### src/rtl/j_rcount_gen.sv
// Loadable up/down address counter for systolic row/column sequencing.
// Adds a terminal-limit compare, reload from a latched base, and a registered done pulse.
module j_rcount_gen #(
    parameter int WIDTH   = 6,
    parameter int LDSHIFT = 1,
    parameter int STEP    = 1
) (
    input  logic                       clk,
    input  logic                       resetl,
    input  logic                       cnten,
    input  logic                       cntld,
    input  logic [WIDTH-LDSHIFT-1:0]   ldval,
    input  logic [WIDTH-1:0]           limit,
    input  logic                       dir,
    input  logic                       reload,
    output logic [WIDTH-1:0]           count,
    output logic                       tc,
    output logic                       done,
    output logic                       busy
);

    localparam logic [WIDTH-1:0] STEP_W = WIDTH'(STEP);

    logic [WIDTH-1:0] base;
    logic [WIDTH-1:0] ld_full;
    logic [WIDTH-1:0] count_step;

    // Load field sits at count[WIDTH-1:LDSHIFT]; the low LDSHIFT bits are zero.
    assign ld_full    = WIDTH'(ldval) << LDSHIFT;
    assign count_step = dir ? (count - STEP_W) : (count + STEP_W);
    assign tc         = (count == limit);

    always_ff @(posedge clk or negedge resetl) begin
        if (!resetl) begin
            count <= '0;
            base  <= '0;
            done  <= 1'b0;
            busy  <= 1'b1;
        end else if (cntld) begin
            count <= ld_full;
            base  <= ld_full;
            busy  <= 1'b1;
            done  <= 1'b0;
        end else if (cnten && busy) begin
            if (tc) begin
                // Terminal event: either restart the pass from base or park at the limit.
                done <= 1'b1;
                if (reload) begin
                    count <= base;
                end else begin
                    busy <= 1'b0;
                end
            end else begin
                count <= count_step;
                done  <= 1'b0;
            end
        end else begin
            done <= 1'b0;
        end
    end

endmodule

### config.mk
export PLATFORM = sky130hd
export DESIGN_NAME = j_rcount_gen
export DESIGN_NICKNAME = d
export VERILOG_FILES = /design/src/rtl/j_rcount_gen.sv
export SDC_FILE = /design/constraint.sdc
export NUM_CORES = 1
export LEC_CHECK = 0
export ABC_AREA = 0
export CAP_MARGIN = 40
export CORE_MARGIN = 2
export CORE_UTILIZATION = 23
export CTS_BUF_LIST = sky130_fd_sc_hd__clkbuf_4 sky130_fd_sc_hd__clkbuf_8
export DETAILED_ROUTE_END_ITERATION = 8
export GPL_TIMING_DRIVEN = 1
export MAX_ROUTING_LAYER = met4
export PLACE_DENSITY = 0.51
export SETUP_SLACK_MARGIN = 0.2
export SYNTH_ARGS = -nofsm -noshare
export SYNTH_HDL_FRONTEND = slang
export SYNTH_SLANG_ARGS = --single-unit
### constraint.sdc
create_clock -name clk -period 4.5 [get_ports clk]
set_input_delay 0.9 -clock clk [delete_from_list [all_inputs] [get_ports clk]]
set_output_delay 0.9 -clock clk [all_outputs]
set_load 0.005 [all_outputs]
Word level (Yosys, flattened, before mapping)
Index checks and enable logic that the tools add are counted.
W data, S select, Z words.
{"block": "totals", "inputBits": 17, "mem_bits_rw": 0, "n_memories": 0, "out_inout_bits": 9, "latch_bits": 0, "romBits": 0, "reg_bits": 13, "word_cells": 26}
{"block": "op_classes", "n_reduce_logical": 5, "n_shift": 0, "bitwise": 0, "magnitude_cmp": 0, "muxes": 12, "n_eq_ne": 3, "multipliers": 0, "add_sub_neg": 2, "div_mod_pow": 0}
{"op": "$mux W6", "count": 5}
{"op": "$mux W1", "count": 7}
{"op": "$add A6 B1 Y6 const B", "count": 1}
{"op": "$eq A6 B6 Y1", "count": 1}
{"op": "$sub A6 B1 Y6 const B", "count": 1}
{"op": "$reduce_bool A2 Y1", "count": 2}
{"op": "$ne A3 B3 Y1 const B", "count": 1}
{"op": "$reduce_and A3 Y1", "count": 1}
{"op": "$ne A2 B2 Y1 const B", "count": 1}
{"op": "$reduce_and A2 Y1", "count": 1}
{"op": "$logic_and A1 B1 Y1", "count": 1}

Depth between registers and ports, before layout
{"block": "logic_depth", "ltp_word": 5, "depth_mapped": 7, "mapped_depth_nobuf": 7}

Worst setup path after synthesis
Ideal clock, no wire load.
{"block": "synth_path", "kind": "input-to-output", "startpoint": "input port limit[2]", "endpoint": "output port tc", "path_stages": 5, "setup_slack_ns": 1.996, "path_buffers": 1, "arrival_time_ns": 1.604, "required_ns": 3.600, "path_cell_list": "xnor2_1 nand4_1 or2_1 buf_6 clkinv_2"}
{"block": "synth_between", "elab_chain_len": 1}
{"element": "start, declared", "line_no": "13", "text": "input logic [WIDTH-1:0] limit,"}
{"element": "$eq A6 B6 Y1", "line_no": "31", "text": "assign tc = (count == limit);"}
{"element": "end, declared", "line_no": "17", "text": "output logic tc,"}
No other way between the ends.

Worst setup path in the final report
Same ends and word-level chain as after synthesis.

==> results.ini <==
[setup_path]
cp.required_ns = 3.60
crit_slowest_cell = clkdlybuf4s50_1
crit_chain = clkdlybuf4s50_1 -> xnor2_1 -> nand4_1 -> or2_1 -> clkinv_2 -> clkdlybuf4s50_1
critPathMaxFanout = 8
cp_common_cell = clkdlybuf4s50_1
cp-start-kind = input pin
critPathCaptureType = primary output
regToRegSetupSlack_ns = 2.53
critical_path_class = in2out
arrival_ns = 2.71
critPathMaxStageDelay_ns = 0.50

[synth]
synth_edf_count = 0
synthFlopType = dfrtp_1
yosysTopAreaCell = dfrtp_1
synth_area_leaders = dfrtp_1, xnor2_1, mux2_2
synthArstFlopShare_pct = 100
ys_seq_area_share_pct = 37.4
yosys_warnings = 0
synth_top_area_share_pct = 34.4
netlist_instances = 87
synth.avg_cell_area_um2 = 10.0
syn-num-nets = 109
syn_area_um2 = 873
post_synth_num_cell_types = 37
synth_seq_cells = 13

[cts]
clock_path_buffers = 2
cts.sinks = 13
cts_hold_buffers = 0
cts_root_buffer = clkbuf_8
clkSlewWorstSetupHoldPaths_ns = 0.06
cts_buffers = 3
cts_setup_buffers = 0
clk_latency_ns = 0.24
cts_tree = done
ctsResizeCount = 0
cts_htree_levels = 1

[global_route]
gr-usage-met2_pct = 16.7
globalRouteMet3Util_pct = 1.71
antenna_found_initial = 0
gr-total-overflow = 0
grt_usage_pct = 11.1
grtUsageMet1_pct = 14.4
gr-max-usage-layer = met2
grt_max_degree = 19
grt_pass1_wl_um = 3570
grt_pass1_vias = 769

[route]
num_vias = 772
drc = 0
post_drt_wl_per_cell_um = 13.2
vias_per_cell = 4.80
ant_nets = 0
drt_iter0_drc = 39
routed_wirelength_um = 2120
drtPass1Iterations = 5

[timing]
skew_ns = 0.00254
rsz0062_at_grt = no
fin_crit_sh_pct = 80.2
holdWs_ns = 0.511
slew_headroom_pct = 55.0
slew_violations = 0
post-route-min-period_ns = 3.61
hold_viol_final = 0
setup-violations-final = 0
fmax_ghz = 0.277
tightest_slew_ns = 0.673
setup_tns_ns = 0

[flow_run]
cap_violations = 0

[pwr]
switchingPower_mw = 0.144
p_comb_share_pct = 39.2
clkPwrFrac_pct = 25.6
p_sw_share_pct = 32.8
p_per_area_nw_per_um2 = 362
leakage_nw = 0.501
power_frac_seq_pct = 35.2
power_mw = 0.439
peakVddDrop_mv = 0.188
intPower_mw = 0.295

[finish]
area_growth_syn_to_layout_pct = 38.8
final_common_cell = clkdlybuf4s50_1
antennaDiodeCount = 0
fin_util_pct = 33.1
postLayoutCellArea_um2 = 1210
fill_cells = 381
final_cell_mix = clkdlybuf4s50_1, dfrtp_1, xnor2_1
nets = 136
drive_gt1_share_pct = 10.6

[placed_design]
hpwl_um = 1620
gp_congestion = 0.919
place_area_um2 = 1160
portBuffers = 25

[floorplanning]
core_um2 = 3660
boundaryPins = 26
die_x_um = 65.6
start_util_pct = 23.9
die_area_um2 = 4310
die_h_um = 65.6
placementRows = 22

[outcome]
status = finished, final reports clean

[hold_path]
hp-class = reg2reg

-- routing by layer --
| metal | vias up | wire [µm] |
|---|---|---|
| li1 | 366 | - |
| met1 | 368 | 1000 |
| met2 | 31 | 986 |
| met3 | 7 | 92 |
| met4 | 0 | 41 |
| met5 | - | 0 |
-- cell families after synthesis --
kind of cell | count (synthesis) | share of synthesized area, %
adders and majority gates | 5 | 8.02
AOI/OAI and AO/OA | 24 | 19.2
and+or+nand+nor | 18 | 10.5
buffers and inverters | 9 | 5.01
xor gates and xnor gates | 10 | 10.0
DFF | 13 | 37.4
muxes | 8 | 9.89
-- metrics by stage --
step                      cells  setup WS [ns]
after floorplan              87           2.00
after global placement      157          0.938
after detailed placement    157          0.893
after CTS                   161          0.890
after global routing        161          0.794
final                       161          0.892
-- synth_stat cells, types with 2 or more instances --
cell type / count
o21ai_0: 6
a21oi_1: 4
a22oi_1: 4
nor2_1: 6
ha_1: 4
xor2_1: 3
nand2_1: 2
dfrtp_1: 12
mux2_2: 5
xnor2_1: 7
or2_1: 2
inv_1: 5
mux2i_1: 3
-- layout make-up --
| type | instances | area (µm²) | share of cell area [%] |
|---|---|---|---|
| clock buffer | 4 | 48.8 | 4.02 |
| multi-input combinational | 65 | 503 | 41.5 |
| sequential | 13 | 327 | 26.9 |
| inverter | 6 | 23.8 | 1.96 |
| timing repair buffer | 25 | 250 | 20.6 |
| tap | 48 | 60.1 | 4.95 |
-- power by group through the flow --
stage	sequential, mW	clock, mW	combinational, mW
after floorplan	0.151	0	0.106
final	0.154	0.112	0.172
after global placement	0.157	0	0.170
after CTS	0.155	0.114	0.173
after detailed placement	0.157	0	0.171
after global routing	0.158	0.121	0.192
-- path summary, 6_finish.rpt --
kind | cells past startpoint | startpoint | endpoint
worst max-delay path | 6 | limit[2] | tc
worst min-delay path | 1 | base[2] | base[2]
worst max register to register | 7 | count[0] | count[4]
worst min register to register | 1 | base[2] | base[2]
max in group asynchronous | 1 | resetl | count[4]
min in group asynchronous | 1 | resetl | done
-- critical path: cells and delay by family --
kind                      cells  cell delay, ns
and+or+nand+nor               2            0.59
buffers and inverters         3            1.09
xor gates and xnor gates      1            0.12
-- state kept, by name, summed over array words and instances, names as in the netlist --
name	cells
count	6
base	5
busy	1
done	1
Power figures use the tool's default switching activity.
